### config.mk
export PLATFORM = sky130hd
export DESIGN_NAME = pipeline_hazard_ctrl
export DESIGN_NICKNAME = d
export VERILOG_FILES = /design/src/rtl/pipeline_hazard_ctrl.sv
export SDC_FILE = /design/constraint.sdc
export NUM_CORES = 1
export LEC_CHECK = 0
export ABC_CLOCK_PERIOD_IN_PS = 3800
export BUFFER_PORTS_ARGS = -buffer_cell sky130_fd_sc_hd__buf_2
export CAP_MARGIN = 5
export CORE_MARGIN = 4
export CORE_UTILIZATION = 30
export DETAILED_ROUTE_END_ITERATION = 16
export SETUP_SLACK_MARGIN = 0.1
export SKIP_LAST_GASP = 1
export SLEW_MARGIN = 25
export SYNTH_ARGS = -nofsm -noshare
export SYNTH_HDL_FRONTEND = slang
export SYNTH_SLANG_ARGS = --single-unit
### constraint.sdc
create_clock -name clk_i -period 3.8 [get_ports clk_i]
set_input_delay 0.76 -clock clk_i [delete_from_list [all_inputs] [get_ports clk_i]]
set_output_delay 0.76 -clock clk_i [all_outputs]
set_load 0.01 [all_outputs]
### src/rtl/pipeline_hazard_ctrl.sv
// Central stall/flush controller for the five-stage pipeline.
//
// Drives the load enables and bubble (flush) controls of the PC and the IF/ID, ID/EX, EX/MEM
// and MEM/WB registers. It resolves three kinds of hazard:
// - load-use hazards, with a single bubble;
// - taken-branch flushes;
// - variable-latency data-memory accesses, through a req/ack handshake with a timeout.
//
// Ports:
//   clk_i, reset_i          clock, synchronous active-high reset
//   ifid_rs1_i/_rs2_i       source registers of the ID instruction
//   ifid_use_rs1_i/_rs2_i   ID instruction actually reads rs1 / rs2
//   idex_memread_i          EX instruction is a load
//   idex_rd_i               destination register of the EX instruction
//   ex_branch_taken_i       branch in EX resolved taken
//   exmem_mem_op_i          EX/MEM holds a load or store
//   mem_ack_i               data memory completes the access this cycle
//   mem_req_o               data-memory request
//   *_we_o, *_flush_o       pipeline-register load enables / bubble inserts
//   mem_fault_o             sticky memory-timeout fault
//   stall_cycles_o          saturating count of cycles with pc_we_o = 0
module pipeline_hazard_ctrl #(
  parameter int unsigned REG_AW      = 4,
  parameter int unsigned MEM_TIMEOUT = 255
) (
  input  logic              clk_i,
  input  logic              reset_i,
  input  logic [REG_AW-1:0] ifid_rs1_i,
  input  logic [REG_AW-1:0] ifid_rs2_i,
  input  logic              ifid_use_rs1_i,
  input  logic              ifid_use_rs2_i,
  input  logic              idex_memread_i,
  input  logic [REG_AW-1:0] idex_rd_i,
  input  logic              ex_branch_taken_i,
  input  logic              exmem_mem_op_i,
  input  logic              mem_ack_i,
  output logic              mem_req_o,
  output logic              pc_we_o,
  output logic              ifid_we_o,
  output logic              idex_we_o,
  output logic              exmem_we_o,
  output logic              memwb_we_o,
  output logic              ifid_flush_o,
  output logic              idex_flush_o,
  output logic              memwb_flush_o,
  output logic              mem_fault_o,
  output logic [15:0]       stall_cycles_o
);

  localparam logic [7:0] TimeoutCnt = 8'(MEM_TIMEOUT);

  typedef enum logic [1:0] {
    StRun     = 2'd0,
    StMemWait = 2'd1,
    StFault   = 2'd2
  } state_e;

  state_e      state_q;
  logic [7:0]  wait_cnt_q;
  logic        mem_fault_q;
  logic [15:0] stall_q;

  logic freeze;
  logic load_use;

  always_comb begin
    load_use = idex_memread_i && (idex_rd_i != '0) &&
               ((ifid_use_rs1_i && (ifid_rs1_i == idex_rd_i)) ||
                (ifid_use_rs2_i && (ifid_rs2_i == idex_rd_i)));
  end

  // Enables and flushes are purely combinational; priority is
  // fault > memory freeze > taken branch > load-use.
  always_comb begin
    mem_req_o     = 1'b0;
    freeze        = 1'b0;
    pc_we_o       = 1'b1;
    ifid_we_o     = 1'b1;
    idex_we_o     = 1'b1;
    exmem_we_o    = 1'b1;
    memwb_we_o    = 1'b1;
    ifid_flush_o  = 1'b0;
    idex_flush_o  = 1'b0;
    memwb_flush_o = 1'b0;
    if (reset_i || (state_q == StFault)) begin
      pc_we_o    = 1'b0;
      ifid_we_o  = 1'b0;
      idex_we_o  = 1'b0;
      exmem_we_o = 1'b0;
      memwb_we_o = 1'b0;
    end else begin
      mem_req_o = exmem_mem_op_i;
      freeze    = exmem_mem_op_i && !mem_ack_i;
      if (freeze) begin
        // Hold everything upstream of MEM and push a bubble into WB. A branch in EX is
        // held by the frozen ID/EX and acts in the release cycle.
        pc_we_o       = 1'b0;
        ifid_we_o     = 1'b0;
        idex_we_o     = 1'b0;
        exmem_we_o    = 1'b0;
        memwb_flush_o = 1'b1;
      end else if (ex_branch_taken_i) begin
        ifid_flush_o = 1'b1;
        idex_flush_o = 1'b1;
      end else if (load_use) begin
        pc_we_o      = 1'b0;
        ifid_we_o    = 1'b0;
        idex_flush_o = 1'b1;
      end
    end
  end

  always_ff @(posedge clk_i) begin
    if (reset_i) begin
      state_q     <= StRun;
      wait_cnt_q  <= 8'd0;
      mem_fault_q <= 1'b0;
      stall_q     <= 16'd0;
    end else begin
      if (!pc_we_o && (stall_q != 16'hFFFF)) begin
        stall_q <= stall_q + 16'd1;
      end
      case (state_q)
        StRun: begin
          if (freeze) begin
            state_q    <= StMemWait;
            wait_cnt_q <= 8'd1;
          end
        end
        StMemWait: begin
          if (mem_ack_i) begin
            state_q    <= StRun;
            wait_cnt_q <= 8'd0;
          end else if (wait_cnt_q < TimeoutCnt) begin
            wait_cnt_q <= wait_cnt_q + 8'd1;
          end else begin
            state_q     <= StFault;
            mem_fault_q <= 1'b1;
          end
        end
        StFault: begin
          state_q <= StFault;
        end
        default: begin
          state_q <= StRun;
        end
      endcase
    end
  end

  assign mem_fault_o    = mem_fault_q;
  assign stall_cycles_o = stall_q;

endmodule

==> summary.txt, run 1 <==
Status
  – Status: complete, no violations

Routing
  – Detailed Routing Iterations Pass 1: 4
  – Met3 WL: 210 µm
  – WL final: 3.85 mm
  – Drt wl/cell: 12.4 µm
  – Top sig layer: met4
  – Via count: 1517
  – Vias per std cell: 4.89
  – Antenna Violating Nets Remaining: 0
  – Drt drc: 0
  – DRT iter0 DRCs: 72
  – Met2 wire len: 1.84 mm
  – Met1 Wirelength: 1.76 mm

Placed design
  – Hpwl dp: 2.94 mm
  – Final GP Congestion: 0.922
  – Area after detailed placement: 0.00201 mm²
  – Port buffer count: 45
  – Pre-CTS setup slack: 807 ps

STA
  – Worst slew margin: 56.3%
  – Final setup fails: 0
  – RSZ-0062 raised after global routing: false
  – Period minus WS final: 2990 ps
  – Total Neg Setup Slack: 0 ps
  – Worst slew pin tran: 655 ps
  – Skew final: 12.1 ps
  – Final worst setup slack: 813 ps
  – Slew Limit Fails: 0
  – Post-route clock period utilization: 78.6%
  – Hold Violations, Final: 0
  – Maximum clock frequency: 335 MHz

Worst setup path
  – Arrival time at the worst endpoint: 2230 ps
  – R2r worst-path depth: 7
  – Crit Reg-Reg Startpoint: state_q[0]
  – CP Data Required Time: 3040 ps
  – Crit end category: primary output
  – CP Class: input port to primary output
  – Worst-path maximum fanout: 15
  – Reg2reg end: stall_cycles_o[14]
  – Flop2flop setup slack: 1580 ps
  – Startpoint Class: input port

Floorplan
  – Die width: 83.9 µm
  – Die area: 0.00704 mm²
  – Ports: 46
  – Initial Utilization: 31.2%
  – Core area: 0.00554 mm²
  – Die height: 83.9 µm
  – Row count: 27

Clock network
  – CTS Hold Bufs: 0
  – Clock transition at path regs: 90 ps
  – H-tree depth: 1
  – TritonCTS buffer count: 3
  – Root buffer cell: clkbuf_8
  – CTS tree: yes
  – Post_cts resized: 0
  – Post-CTS setup buffer count: 0
  – Max clock buf depth: 2
  – Sink Count: 27
  – Clock Latency Late Sink: 280 ps

Power
  – Total power: 0.000542 W
  – PwrDens: 264 mW/mm²
  – VDD IR max: 0.223 mV
  – P_leak: 0.846 nW

Synth
  – Seq/Total Area, Yosys: 31.3%
  – Flops & latches, synth: 27
  – Yosys warns: 0
  – Mapped Avg Cell Area: 8.77 µm²
  – Distinct cells, synth: 46
  – Syn Std Cell Area: 0.00173 mm²
  – Mapped Cells: 197
  – Mapped Nets: 219

Min path
  – Hold Path Class: flip-flop to flip-flop
  – HP Start: mem_fault_o
  – Hold Path Cell Cnt: 2
  – WHS Endpoint: mem_fault_o

Global routing
  – Global route overflow: 0
  – GRT Overall Usage: 10.8%
  – Largest net degree at the start of global routing: 40
  – Initial antenna violation count: 0
  – Vias in the first global route: 1460
  – Global-route wire length before repair: 6.49 mm

Layout
  – Share of cells above drive strength 1: 31.9%
  – Fill cells: 606
  – Ant. Diodes: 0
  – Final instance area: 0.00206 mm²
  – Area Growth Syn to Fin: 19.0%
  – # nets final: 261

Flow run
  – Maxcap violations: 0
[cell families after synthesis]
kind of cell | after synthesis | synth area share [%]
AO/OA/AOI/OAI | 33 | 15.4
flip-flops | 27 | 31.3
buffers and inverters | 18 | 5.00
XOR/XNOR | 14 | 7.10
multiplexers | 15 | 9.63
adder cells (fa/ha/maj) | 2 | 1.45
AND/OR/NAND/NOR | 88 | 30.1
[area by class of cell]
class / instances / area [µm²] / area share (%)
clock inverter: 1 / 7.51 / 0.365
tap: 72 / 90.1 / 4.38
timing repair buffer: 47 / 240 / 11.7
clock buffer: 3 / 41.3 / 2.01
multi-input combinational: 152 / 1110 / 53.8
inverter: 8 / 30.0 / 1.46
sequential: 27 / 541 / 26.3
[sequential cells by signal, summed over array words and instances (netlist names)]
register,flops
state_q,2
stall_cycles_o,16
mem_fault_o,1
wait_cnt_q,8
[how the worst max path moves through the flow]
stage                             from      end  slack (ps)  cells past startpoint
after floorplan           idex_rd_i[0]  pc_we_o        1020                      7
after global placement    idex_rd_i[0]  pc_we_o         830                      7
after detailed placement  idex_rd_i[0]  pc_we_o         810                      7
after CTS                 idex_rd_i[0]  pc_we_o         800                      7
after global routing      idex_rd_i[0]  pc_we_o         720                      7
final                     idex_rd_i[0]  pc_we_o         810                      7
[cell usage after synthesis (all sizes together)]
cell type / number / area share, %
xnor2: 3 / 1.5
o2111ai: 1 / 0.51
nand2b: 3 / 1.1
or4b: 1 / 0.58
a211oi: 11 / 4.8
and4: 1 / 0.51
o21ai: 5 / 1.4
buf: 7 / 2.6
a21oi: 4 / 1.2
dfxtp: 27 / 31
nor2: 29 / 6.3
a2111oi: 3 / 2.2
a211o: 1 / 0.51
nor4: 4 / 4.1
xor2: 11 / 5.6
o21bai: 1 / 1.1
clkbuf: 3 / 0.65
o41a: 1 / 0.65
nand2: 8 / 1.7
a21o: 2 / 0.87
nand3: 10 / 2.9
nor3b: 2 / 0.87
a31oi: 2 / 1.1
or2: 1 / 0.51
o31a: 1 / 0.58
mux2: 13 / 8.5
a311oi: 1 / 0.51
and2: 3 / 1.2
inv: 8 / 1.7
and3: 6 / 2.2
mux2i: 2 / 1.2
or4: 1 / 0.43
nand4: 6 / 3.0
nor2b: 12 / 4.5
ha: 2 / 1.4
nor3: 1 / 0.29
[where the power goes]
part           leakage, nW  total [W]  internal [W]  switching (W)
combinational        0.606  0.0000799     0.0000338      0.0000461
clock               0.0217   0.000168     0.0000744      0.0000936
sequential           0.218   0.000294      0.000288     0.00000643
total                0.846   0.000542      0.000396       0.000146
[worst max-delay path: stages]
cell      delay [ps]
buf_2            120
o41a_1           430
nand3_1          140
nor4_4            70
o21bai_4         370
and2_2           220
buf_2            120
[per-stage QoR]
stage | instances | utilization [%] | hold slack (ps)
6_report | 310 | 37.1 | 450
5_1_grt | 310 | 37.1 | 474
4_1_cts | 310 | 37.1 | 457
3_5_place_dp | 306 | 36.2 | 442
3_3_place_gp | 306 | 36.2 | 433
2_1_floorplan | 197 | - | 470
[layer usage]
metal / global-route usage, % / up-vias
met5: 0 / -
met4: 2.63 / 0
met3: 2.96 / 2
met2: 18.7 / 36
met1: 13.1 / 696
li1: - / 783
[cells in the final DEF, fill, tap and decap left out, types with 2 or more instances in the layout]
master / n
buf_2: 45
nor2_1: 29
dfxtp_1: 27
mux2_2: 12
xor2_1: 11
a211oi_1: 11
nor2b_1: 11
nand3_1: 10
inv_1: 8
nand2_1: 8
and3_1: 6
nand4_1: 5
o21ai_0: 5
a21oi_1: 4
nand2b_1: 3
xnor2_1: 3
nor4_4: 3
clkbuf_8: 3
and2_1: 2
a21o_1: 2
mux2i_1: 2
a2111oi_2: 2
ha_1: 2
buf_4: 2
(Power assumes the default switching activity.)
==> inputs of run 2 (changes only) <==
- ABC_CLOCK_PERIOD_IN_PS: 3800 -> 3000
- clock period: 3.8 -> 3 ns (I/O delays scaled with it)
==> summary.txt, run 2 (synthesis results as in run 1) <==
Floorplan
  – Die height: 83.9 µm (unchanged)
  – Die area: 0.00704 mm² (unchanged)
  – Core area: 0.00554 mm² (unchanged)
  – Ports: 46 (unchanged)
  – Initial Utilization: 31.2% (unchanged)
  – Die width: 83.9 µm (unchanged)
  – Row count: 27 (unchanged)

Clock network
  – CTS Hold Bufs: 0 (unchanged)
  – CTS tree: yes
  – Sink Count: 27 (unchanged)
  – TritonCTS buffer count: 3 (unchanged)
  – Clock transition at path regs: 80 ps (about the same)
  – Post-CTS setup buffer count: 0 (unchanged)
  – Clock Latency Late Sink: 270 ps (about the same)
  – Post_cts resized: 0 (unchanged)
  – Root buffer cell: clkbuf_8
  – Max clock buf depth: 2 (unchanged)
  – H-tree depth: 1 (unchanged)

Worst setup path
  – Slowest cell on the critical path: o41a_1
  – Top cell by count, worst path: buf_2
  – Arrival time at the worst endpoint: 2110 ps (-120 ps)
  – CP Data Required Time: 2400 ps (-640 ps)
  – Worst-path maximum fanout: 15 (unchanged)
  – Largest stage delay, worst path: 440 ps (about the same)
  – Startpoint Class: input port
  – Crit path max-delay family: compound AO/OA/AOI/OAI gates
  – Crit end category: primary output
  – Crit-path cells: buf_2 -> o41a_1 -> nand3_1 -> nor4_4 -> o21bai_4 -> and2_2 -> buf_2
  – CP Buf/Inv Count: 2 (unchanged)
  – CP Class: input port to primary output

Layout
  – Commonest non-fill, non-tap cell in the layout: buf_2
  – Register Area: 541 µm² (unchanged)
  – Commonest cells after routing, fill and taps aside: buf_2, nor2_1, dfxtp_1, mux2_2
  – Ant. Diodes: 0 (unchanged)
  – Share of cells above drive strength 1: 31.5% (-0.42 points)
  – Area Growth Syn to Fin: 18.8%
  – Final Non-Filler Cells: 310 (unchanged)
  – Multi-input gate area: 0.00111 mm² (unchanged)
  – # nets final: 261 (unchanged)
  – Max reg flops: 16 (unchanged)
  – Fill cells: 597 (-1.5%)

Min path
  – Hold Path Class: flip-flop to flip-flop

STA
  – Post-route clock period utilization: 90.4%
  – Worst slew pin tran: 492 ps (-163 ps)
  – Final setup fails: 0 (unchanged)
  – Hold Violations, Final: 0 (unchanged)
  – RSZ-0062 raised after global routing: false
  – Skew final: 9.62 ps (-2.45 ps)
  – Period minus WS final: 2710 ps
  – Worst slew margin: 66.9% (+11 points)
  – Total Neg Setup Slack: 0 ps (unchanged)
  – Slew Limit Fails: 0 (unchanged)
  – Maximum clock frequency: 369 MHz

Routing
  – Via count: 1522 (+0.33%)
  – Detailed Routing Iterations Pass 1: 4 (unchanged)
  – Drt wl/cell: 12.5 µm (+1.2%)
  – Vias per std cell: 4.91 (+0.33%)
  – Drt drc: 0 (unchanged)
  – Antenna Violating Nets Remaining: 0 (unchanged)
  – DRT iter0 DRCs: 55 (-24%)
  – WL final: 3.89 mm (+1.2%)

Placed design
  – Port buffer count: 45 (unchanged)
  – Dpl cells: 306 (unchanged)
  – Hpwl dp: 2.93 mm (-0.28%)
  – Final GP Congestion: 0.882 (-4.3%)

Global routing
  – Largest net degree at the start of global routing: 39 (-2.5%)
  – Initial antenna violation count: 0 (unchanged)
  – Global-route wire length before repair: 6.60 mm (+1.7%)
  – Global route overflow: 0 (unchanged)
  – Vias in the first global route: 1444 (-1.1%)
  – GRT Overall Usage: 11.0% (+0.21 points)

Status
  – Status: complete, no violations

Power
  – PwrDens: 331 mW/mm² (+26%)
  – P_leak: 0.847 nW (+0.10%)
  – VDD IR max: 0.218 mV (-2.4%)

Flow run
  – Maxcap violations: 0 (unchanged)
run 2: cell count changes in the layout (fill, tap and decap cells not counted), sizes merged:
cell / change
clkinvlp: -1
clkbuf: +1
run 2: cell type report:
cell class | count | share of cell area, %
inverter | 8 | 1.46
sequential | 27 | 26.3
multi-input combinational | 152 | 53.9
clock buffer | 4 | 2.20
tap | 72 | 4.39
timing repair buffer | 47 | 11.7
run 2: per-stage QoR:
| step | total power (W) | area, µm² | setup WS (ps) | hold WS [ps] | util [%] |
|---|---|---|---|---|---|
| floorplan | 0.000446 | 1730 | 541 | 470 | - |
| global placement | 0.000481 | 2010 | 356 | 431 | 36.2 |
| detailed placement | 0.000483 | 2010 | 295 | 439 | 36.2 |
| CTS | 0.000698 | 2050 | 297 | 456 | 37.0 |
| global route | 0.000716 | 2050 | 216 | 473 | 37.0 |
| finish | 0.000680 | 2050 | 288 | 449 | 37.0 |
run 2: power breakdown:
group / switching (W) / internal, W / leakage, nW
Combinational: 0.0000594 / 0.0000426 / 0.606
Sequential: 0.00000797 / 0.000364 / 0.218
Clock: 0.000110 / 0.0000951 / 0.0228
run 2: worst reg2reg max path, cell delays in order (launching register included):
cell and delay (ps):
dfxtp_1 410, ha_1 270, nand3_1 160, or2_4 300
or4b_1 500, a21oi_1 140, mux2_2 340
run 2: final timing paths:
path | start | endpoint | slack, ps | cells after the start
worst max-delay path | idex_rd_i[0] | ifid_we_o | 290 | 7
worst max register to register | stall_cycles_o[0] | stall_cycles_o[14] | 780 | 6
worst min-delay path | mem_fault_o | mem_fault_o | 450 | 2
worst min register to register | mem_fault_o | mem_fault_o | 450 | 2
run 2: routing by layer:
| layer | wire (µm) | up-vias | track usage, % |
|---|---|---|---|
| met3 | 199 | 2 | 2.67 |
| met2 | 1870 | 36 | 19.5 |
| met5 | 0 | - | 0 |
| met4 | 15 | 0 | 1.75 |
| met1 | 1810 | 699 | 13.5 |
| li1 | - | 785 | - |
==> inputs of run 3 (changes only) <==
- ABC_CLOCK_PERIOD_IN_PS: 3000 -> 2300
- MAX_ROUTING_LAYER: unset -> met4
- clock period: 3 -> 2.3 ns (I/O delays scaled with it)
==> summary.txt, run 3 (synthesis results as in run 1) <==
Status
  – Status: complete, no violations

Power
  – P_leak: 0.910 nW (+7.4%)
  – VDD IR max: 0.212 mV (-2.5%)
  – PwrDens: 415 mW/mm² (+25%)

Floorplan
  – Die width: 83.9 µm (unchanged)
  – Ports: 46 (unchanged)
  – Initial Utilization: 31.2% (unchanged)
  – Die area: 0.00704 mm² (unchanged)
  – Row count: 27 (unchanged)
  – Core area: 0.00554 mm² (unchanged)
  – Die height: 83.9 µm (unchanged)

Clock network
  – TritonCTS buffer count: 3 (unchanged)
  – CTS tree: yes
  – H-tree depth: 1 (unchanged)
  – Max clock buf depth: 2 (unchanged)
  – CTS Hold Bufs: 0 (unchanged)
  – Sink Count: 27 (unchanged)
  – Clock Latency Late Sink: 270 ps (about the same)
  – Root buffer cell: clkbuf_8
  – Clock transition at path regs: 90 ps (about the same)

STA
  – Worst slew pin tran: 524 ps (+31.9 ps)
  – Worst slew margin: 64.8% (-2.1 points)
  – Maximum clock frequency: 465 MHz
  – Final setup fails: 0 (unchanged)
  – Slew Limit Fails: 0 (unchanged)
  – RSZ-0062 raised after global routing: true
  – Final hold slack: 424 ps (-25.2 ps)
  – Total Neg Setup Slack: 0 ps (unchanged)
  – Skew final: 3.89 ps (-5.73 ps)
  – Post-route clock period utilization: 93.4%
  – Hold Violations, Final: 0 (unchanged)
  – Period minus WS final: 2150 ps

Placed design
  – Final GP Congestion: 0.838 (-5.0%)
  – Hpwl dp: 3.00 mm (+2.3%)
  – Dpl cells: 317 (+3.6%)
  – Port buffer count: 45 (unchanged)

Worst setup path
  – CP Data Required Time: 1840 ps (-560 ps)
  – Top cell by count, worst path: buf_2
  – Largest stage delay, worst path: 430 ps (about the same)
  – Crit-path cells: buf_2 -> o41a_1 -> nand3_1 -> nor4_4 -> o31a_2 -> buf_2
  – Startpoint Class: input port
  – Crit end category: primary output
  – Crit Reg-Reg Startpoint: stall_cycles_o[4]
  – Arrival time at the worst endpoint: 1690 ps (-420 ps)
  – Worst-path maximum fanout: 4 (-11)
  – Crit path max-delay family: compound AO/OA/AOI/OAI gates
  – CP Launch Point: idex_rd_i[0]
  – CP Class: input port to primary output
  – CP Buf/Inv Count: 2 (unchanged)
  – Slowest cell on the critical path: o41a_1

Routing
  – Drt drc: 0 (unchanged)
  – Drt wl/cell: 11.9 µm (-5.0%)
  – DRT iter0 DRCs: 68 (+24%)
  – Vias per std cell: 4.79 (-2.5%)
  – Detailed Routing Iterations Pass 1: 4 (unchanged)
  – Via count: 1541 (+1.2%)
  – Antenna Violating Nets Remaining: 0 (unchanged)
  – WL final: 3.84 mm (-1.3%)

Layout
  – Ant. Diodes: 0 (unchanged)
  – # nets final: 273 (+4.6%)
  – Area Growth Syn to Fin: 25.0%
  – Max reg flops: 16 (unchanged)
  – Commonest cells after routing, fill and taps aside: buf_2, nor2_1, dfxtp_1, buf_4, mux2_2
  – Fill cells: 588 (-1.5%)
  – Final Non-Filler Cells: 322 (+3.9%)
  – Commonest non-fill, non-tap cell in the layout: buf_2
  – Share of cells above drive strength 1: 36.8% (+5.3 points)
  – Util after Layout: 39.0% (+1.9 points)

Global routing
  – Global route overflow: 0 (unchanged)
  – Initial antenna violation count: 0 (unchanged)
  – Met2 usage: 20.9% (+1.4 points)
  – Met3 usage: 2.47% (-0.20 points)
  – GRT Overall Usage: 11.9% (+0.90 points)
  – Global-route wire length before repair: 6.98 mm (+5.7%)
  – Vias in the first global route: 1605 (+11%)
  – Met1 usage: 14.0% (+0.49 points)
  – Largest net degree at the start of global routing: 35 (-10%)
  – Most used routing layer: met2

Min path
  – Hold Path Class: input port to flip-flop
  – HP Start: reset_i

Flow run
  – Maxcap violations: 0 (unchanged)
## run 3: per-layer routing
layer | vias up | wire length, µm | share of wire, %
met2 | 34 | 1840 | 48
met5 | - | 0 | 0
met3 | 2 | 215 | 5.6
met1 | 697 | 1770 | 46
li1 | 808 | - | -
met4 | 0 | 15 | 0.39
## run 3: path summary, 6_finish.rpt
kind                   endpoint  slack (ps)  cells after the start
max                idex_flush_o         150                      6
min                 mem_fault_o         420                      2
max reg2reg  stall_cycles_o[14]         220                      5
min reg2reg         mem_fault_o         450                      2
## run 3: per-stage QoR
stage          setup WS [ps]  cell area [µm²]  power, W
2_1_floorplan            121             1730  0.000581
3_3_place_gp            50.2             2090  0.000635
3_5_place_dp            20.6             2090  0.000637
4_1_cts                  151             2140  0.000913
5_1_grt                 82.2             2160  0.000954
6_report                 152             2160  0.000897
## run 3: final cells by class
type                    count  area, µm²  area share (%)
multi-input cells         152       1120            51.7
repair buffers             59        334            15.5
inverters                   8       30.0            1.39
well taps                  72       90.1            4.17
clock buffers               3       41.3            1.91
clock inverters             1       5.00           0.232
flip-flops and latches     27        543            25.1
## run 3: timing repair
action,in CTS,in global routing
endpoints found under the hold margin,0,0
pin swaps,1,1
resized for setup,0,5
buffers inserted,1,0
endpoints found under the setup margin,2,8
## run 3: power breakdown
group | total, W | switching, W | internal [W]
registers | 0.000484 | 0.00000878 | 0.000476
logic | 0.000142 | 0.0000790 | 0.0000633
clock network | 0.000270 | 0.000149 | 0.000121
